### config.mk
export PLATFORM = sky130hd
export DESIGN_NAME = if_stage_flat
export DESIGN_NICKNAME = d
export VERILOG_FILES = /design/src/rtl/if_stage_if.sv /design/src/rtl/if_stage.sv /design/src/flat_wrapper.sv
export SDC_FILE = /design/constraint.sdc
export NUM_CORES = 1
export LEC_CHECK = 0
export ABC_AREA = 1
export BUFFER_PORTS_ARGS = -buffer_cell sky130_fd_sc_hd__buf_2
export CORE_ASPECT_RATIO = 0.9
export CORE_MARGIN = 5
export CORE_UTILIZATION = 40
export CTS_BUF_LIST = sky130_fd_sc_hd__clkbuf_8
export CTS_CLUSTER_DIAMETER = 150
export DETAILED_ROUTE_END_ITERATION = 10
export GPL_ROUTABILITY_DRIVEN = 0
export PLACE_DENSITY = 0.64
export SKIP_LAST_GASP = 1
export SLEW_MARGIN = 20
export SYNTH_ARGS = -nofsm -noshare
export SYNTH_HDL_FRONTEND = slang
export SYNTH_SLANG_ARGS = --single-unit
### constraint.sdc
create_clock -name clk -period 1.6 [get_ports clk]
set_input_delay 0 -clock clk [delete_from_list [all_inputs] [get_ports clk]]
set_output_delay 0 -clock clk [all_outputs]
set_load 0.01 [all_outputs]
### src/rtl/if_stage_if.sv
// Fetch-stage bus bundle: pre-IF side (valid/pc/inst in, stall out) and
// decode side (valid/pc/inst/ex/ecode out, allowin in).
interface if_stage_if;
  logic        pf_to_fs_valid;
  logic [31:0] pf_pc;
  logic [31:0] inst_sram_rdata;
  logic        fs_stall;

  logic        ds_allowin;
  logic        fs_to_ds_valid;
  logic [31:0] fs_to_ds_pc;
  logic [31:0] fs_to_ds_inst;
  logic        fs_ex;
  logic [5:0]  fs_ecode;

  // Driven by the pre-IF and decode stages around the fetch stage.
  modport master (
    output pf_to_fs_valid,
    output pf_pc,
    output inst_sram_rdata,
    output ds_allowin,
    input  fs_stall,
    input  fs_to_ds_valid,
    input  fs_to_ds_pc,
    input  fs_to_ds_inst,
    input  fs_ex,
    input  fs_ecode
  );

  // Seen from the fetch stage itself.
  modport slave (
    input  pf_to_fs_valid,
    input  pf_pc,
    input  inst_sram_rdata,
    input  ds_allowin,
    output fs_stall,
    output fs_to_ds_valid,
    output fs_to_ds_pc,
    output fs_to_ds_inst,
    output fs_ex,
    output fs_ecode
  );
endinterface

### src/rtl/if_stage.sv
// Instruction fetch stage: two-entry elastic buffer (OUT + SKID) between the
// pre-IF stage and decode. The stall back to pre-IF is registered, so it lags
// by one cycle; SKID catches the word that arrives during that lag.
// Optional fetch-address fault detection is built when FS_ADEF_EN is defined.
module if_stage (
  input  logic    clk,
  input  logic    reset,
  input  logic    br_taken_cancel,
  input  logic    flush,
  if_stage_if.slave fs
);

  typedef enum logic [1:0] {
    StEmpty,
    StOne,
    StTwo
  } state_e;

  typedef struct packed {
    logic [31:0] pc;
    logic [31:0] inst;
    logic        ex;
  } entry_t;

  state_e state_q, state_d;
  logic   stall_q, stall_d;
  entry_t out_q, out_d;
  entry_t skid_q;
  entry_t in_word;
  logic   out_load, skid_load;
  logic   cancel, accept, drain, out_valid;

`ifdef FS_ADEF_EN
  localparam logic [31:0] NopInst  = 32'h0340_0000;
  localparam logic [5:0]  EcodeAdef = 6'h08;
`endif

  // Build the incoming entry; a misaligned fetch is turned into a NOP that
  // carries the exception flag down the pipe.
  always_comb begin
    in_word.pc = fs.pf_pc;
`ifdef FS_ADEF_EN
    in_word.ex   = (fs.pf_pc[1:0] != 2'b00);
    in_word.inst = in_word.ex ? NopInst : fs.inst_sram_rdata;
`else
    in_word.ex   = 1'b0;
    in_word.inst = fs.inst_sram_rdata;
`endif
  end

  // Handshake terms; flush and branch cancel both empty the stage, so they
  // collapse into one cancel (flush dominance is implicit).
  always_comb begin
    cancel    = flush | br_taken_cancel;
    out_valid = (state_q != StEmpty) & ~cancel;
    drain     = out_valid & fs.ds_allowin;
    accept    = fs.pf_to_fs_valid & ~stall_q & ~cancel;
  end

  // Next-state and buffer load control.
  always_comb begin
    state_d   = state_q;
    out_load  = 1'b0;
    skid_load = 1'b0;
    out_d     = in_word;
    if (cancel) begin
      state_d = StEmpty;
    end else begin
      unique case (state_q)
        StEmpty: begin
          if (accept) begin
            state_d  = StOne;
            out_load = 1'b1;
          end
        end
        StOne: begin
          if (accept && drain) begin
            out_load = 1'b1;
          end else if (accept) begin
            state_d   = StTwo;
            skid_load = 1'b1;
          end else if (drain) begin
            state_d = StEmpty;
          end
        end
        StTwo: begin
          // stall_q is high in TWO, so no accept can collide with the move.
          if (drain) begin
            state_d  = StOne;
            out_load = 1'b1;
            out_d    = skid_q;
          end
        end
        default: state_d = StEmpty;
      endcase
    end
    stall_d = (state_d == StTwo);
  end

  // State, stall and buffer registers; data is zeroed on reset so the decode
  // outputs read as zero, otherwise only loaded on demand.
  always_ff @(posedge clk) begin
    if (reset) begin
      state_q <= StEmpty;
      stall_q <= 1'b0;
      out_q   <= '0;
      skid_q  <= '0;
    end else begin
      state_q <= state_d;
      stall_q <= stall_d;
      if (out_load) begin
        out_q <= out_d;
      end
      if (skid_load) begin
        skid_q <= in_word;
      end
    end
  end

  // Decode-side outputs come straight from OUT; ex is constant zero when the
  // fault detector is not built.
  always_comb begin
    fs.fs_stall       = stall_q;
    fs.fs_to_ds_valid = out_valid;
    fs.fs_to_ds_pc    = out_q.pc;
    fs.fs_to_ds_inst  = out_q.inst;
    fs.fs_ex          = out_q.ex;
`ifdef FS_ADEF_EN
    fs.fs_ecode = out_q.ex ? EcodeAdef : 6'h00;
`else
    fs.fs_ecode = 6'h00;
`endif
  end

  // The registered stall must always mirror the TWO state.
  a_stall_two : assert property (@(posedge clk) disable iff (reset)
    stall_q == (state_q == StTwo));

endmodule

### src/flat_wrapper.sv
// flat-port wrapper written by rule: the top's interface ports become plain ports
module if_stage_flat 
  (clk, reset, br_taken_cancel, flush, fs_pf_to_fs_valid, fs_pf_pc, fs_inst_sram_rdata, fs_ds_allowin, fs_fs_stall, fs_fs_to_ds_valid, fs_fs_to_ds_pc, fs_fs_to_ds_inst, fs_fs_ex, fs_fs_ecode);
  if_stage_if fs_i ();
  input  logic clk;
  input  logic reset;
  input  logic br_taken_cancel;
  input  logic flush;
  input wire logic [$bits(fs_i.pf_to_fs_valid)-1:0] fs_pf_to_fs_valid;
  input wire logic [$bits(fs_i.pf_pc)-1:0] fs_pf_pc;
  input wire logic [$bits(fs_i.inst_sram_rdata)-1:0] fs_inst_sram_rdata;
  input wire logic [$bits(fs_i.ds_allowin)-1:0] fs_ds_allowin;
  output wire logic [$bits(fs_i.fs_stall)-1:0] fs_fs_stall;
  output wire logic [$bits(fs_i.fs_to_ds_valid)-1:0] fs_fs_to_ds_valid;
  output wire logic [$bits(fs_i.fs_to_ds_pc)-1:0] fs_fs_to_ds_pc;
  output wire logic [$bits(fs_i.fs_to_ds_inst)-1:0] fs_fs_to_ds_inst;
  output wire logic [$bits(fs_i.fs_ex)-1:0] fs_fs_ex;
  output wire logic [$bits(fs_i.fs_ecode)-1:0] fs_fs_ecode;
  assign fs_i.pf_to_fs_valid = fs_pf_to_fs_valid;
  assign fs_i.pf_pc = fs_pf_pc;
  assign fs_i.inst_sram_rdata = fs_inst_sram_rdata;
  assign fs_i.ds_allowin = fs_ds_allowin;
  assign fs_fs_stall = fs_i.fs_stall;
  assign fs_fs_to_ds_valid = fs_i.fs_to_ds_valid;
  assign fs_fs_to_ds_pc = fs_i.fs_to_ds_pc;
  assign fs_fs_to_ds_inst = fs_i.fs_to_ds_inst;
  assign fs_fs_ex = fs_i.fs_ex;
  assign fs_fs_ecode = fs_i.fs_ecode;
  if_stage u_core (.clk(clk), .reset(reset), .br_taken_cancel(br_taken_cancel), .flush(flush), .fs(fs_i));
endmodule
==> flow_metrics.py <==
metrics = {
    "status": {
        "status": "completed",
    },
    "clock_network": {
        "clockBufferDepth": 2,
        "root_buffer": "clkbuf_8",
        "htree_levels": 4,
        "cts_sinks": 131,
        "numCtsBuffers": 17,
        "cts_tree": "yes",
        "clock_latency_ns": 0.46,
        "cts_setup_buffers": 0,
        "clk_pin_slew_ns": 0.08,
    },
    "die": {
        "rows": 42,
        "start_util_pct": 40.7,
        "ios": 143,
        "die_w_um": 139,
        "core_area_mm2": 0.0147,
        "dieHeight_um": 126,
        "dieArea_mm2": 0.0175,
    },
    "worst_setup_path": {
        "worst-setup-path-type": "flop to flop",
        "r2r-end": "u_core.state_q[0]",
        "critPathMaxStageDelay_ns": 0.58,
        "path_cells": "buf_4, nand2_1, nand2_1, dlygate4sd3_1, nand3b_1, nor2_1",
        "critical_path_buf_inv_count": 2,
        "cp_top_family": "buffers and inverters",
        "crit_top_cell": "nand2_1",
        "crit_slowest_cell": "dlygate4sd3_1",
        "r2r-start": "u_core.state_q[0]",
        "cp-end-kind": "flop",
        "cp_max_fo": 4,
        "start_kind": "flop",
        "critPathArrivalTime_ns": 1.91,
        "crit_start": "u_core.state_q[0]",
        "required_ns": 1.99,
        "r2r_slack_ns": 0.08,
        "rr_worst_depth": 6,
    },
    "logic_synthesis": {
        "synth_area_mm2": 0.00599,
        "yosysWarnings": 0,
        "postSynthCellCount": 881,
        "synth.distinct_cells": 21,
        "seq_area_frac_synth_pct": 43.8,
        "synth.avg_cell_area_um2": 6.80,
        "ys_ff_latch": 131,
    },
    "grt": {
        "grt_usage_pct": 19.9,
        "grt_pass1_wl_um": 28800,
        "antenna_found_initial": 0,
        "grt_max_degree": 66,
        "grt_pass1_vias": 5766,
        "grt_remaining_overflow": 0,
    },
    "routing": {
        "via_per_inst": 4.78,
        "drtIter0Drc": 375,
        "ant_nets": 0,
        "drcViolationCount": 0,
        "wirelength_um": 17500,
        "drtPass1Iterations": 5,
        "wl_per_cell_um": 13.8,
        "vias": 6080,
    },
    "cells_and_area": {
        "fin_nets": 1130,
        "fill_cells": 1476,
        "layout_commonest_cell": "nand2_1",
        "final_cells": 1271,
        "layout_common_cells": "nand2_1, inv_1, buf_2, nor2_1, dfxtp_1",
        "areaGrowthSynthToFinish_pct": 34.0,
        "design_area_mm2": 0.00803,
        "final_layout_size_suffix_gt1_share_pct": 19.0,
        "diodes": 0,
    },
    "timing": {
        "hold_viol_final": 0,
        "period_share_pct": 94.8,
        "fin_hold_ws_ns": 0.0356,
        "setup_violations": 0,
        "finClkSkew_ns": 0.0115,
        "drv_slew": 0,
        "rsz0062_at_grt": "yes",
        "fmax_mhz": 660,
        "fin_setup_tns_ns": 0,
        "setup_slack_ns": 0.0839,
        "fin_crit_ns": 1.52,
    },
    "power": {
        "peakVddDrop_mv": 0.542,
        "p_switching_mw": 1.71,
        "seqPwrFrac_pct": 48.0,
        "pwr-share-comb_pct": 8.8,
        "p_leak_nw": 3.77,
        "pwr_density_cell_mw_per_mm2": 862,
        "switching_share_pct": 24.7,
        "p_int_mw": 5.21,
        "clock_power_share_pct": 43.2,
    },
    "place": {
        "io_buffers": 135,
        "place_hpwl_um": 10400,
        "dp.cells": 1171,
        "dpl_worst_slack_ns": 0.101,
        "postPlaceCellArea_mm2": 0.00688,
    },
    "hold_path": {
        "whs_path_depth": 5,
        "hold_path.class": "input port to flop",
        "holdCritStartpoint": "flush",
        "holdPathEnd": "u_core.state_q[1]",
    },
    "run": {
        "maxCapViolations": 0,
    },
}
-- tightest hold or removal path, delay by kind of cell --
family	cells	cell delay, ns
AOI/OAI and AO/OA	1	0.09
buffers and inverters	2	0.14
and+or+nand+nor	2	0.21
-- how the worst max path moves through the flow --
stage / end / slack, ns / depth (start not counted)
2_1_floorplan: u_core.skid_q[10] / 0.29 / 8
3_3_place_gp: u_core.fs.fs_to_ds_inst[13] / 0.14 / 8
3_5_place_dp: u_core.fs.fs_to_ds_inst[5] / 0.10 / 9
4_1_cts: fs_fs_to_ds_valid / 0.04 / 4
5_1_grt: u_core.fs.fs_to_ds_pc[14] / -0.04 / 10
6_report: u_core.state_q[0] / 0.08 / 6
-- layer usage --
layer / GRT usage (%) / vias up / part of all wire [%]
met3: 5.72 / 28 / 7.0
met5: 0 / - / 0
met4: 7.02 / 0 / 1.6
met1: 25.2 / 2703 / 45
li1: - / 3145 / -
met2: 32.6 / 204 / 46
-- per-stage QoR --
stage	power, mW	util (%)
2_1_floorplan	3.66	-
4_1_cts	6.99	54.1
3_3_place_gp	3.87	46.7
3_5_place_dp	3.87	46.7
6_report	6.92	54.5
5_1_grt	7.22	54.5
-- sequential cells by signal, summed over array words and instances, names as in the netlist --
name                     cells
u_core.fs.fs_to_ds_inst     32
u_core.fs.fs_to_ds_pc       32
u_core.state_q               2
u_core.fs.fs_stall           1
u_core.skid_q               64
-- what timing repair did --
item,CTS,global route
hold buffers,66,0
endpoints found under the setup margin,0,59
endpoints found under the hold margin,131,0
resized for setup,0,6
-- cell type report --
class | instances | area, um2 | share of cell area [%]
clock buffers | 19 | 262 | 3.26
well taps | 198 | 248 | 3.09
repair buffers | 228 | 1710 | 21.3
clock inverters | 13 | 159 | 1.98
flip-flops and latches | 131 | 2620 | 32.7
multi-input cells | 545 | 2510 | 31.2
inverters | 137 | 517 | 6.44
-- Yosys cell counts, drive strengths merged --
cell,instances,area [um2]
inv,137,514
o211ai,1,7.51
buf,52,314
nand3,65,325
a21oi,64,320
conb,1,3.75
dfxtp,131,2620
nand3b,1,7.51
o21ai,64,320
nand4,65,413
nor2,138,526
nand2,138,518
clkbuf,22,82.6
o21a,2,15.0
-- power groups by stage --
stage / Combinational (mW) / Sequential (mW) / Clock, mW
3_5_place_dp: 0.475 / 3.39 / 0
4_1_cts: 0.602 / 3.32 / 3.07
3_3_place_gp: 0.476 / 3.39 / 0
6_report: 0.608 / 3.32 / 2.99
5_1_grt: 0.678 / 3.32 / 3.22
2_1_floorplan: 0.247 / 3.41 / 0
-- kinds of logic after synthesis --
family | synth area share (%)
DFF | 43.8
AOI/OAI and AO/OA | 11.1
buffers and inverters | 15.2
other | 0.0626
and+or+nand+nor | 29.9
(Power assumes the default switching activity.)
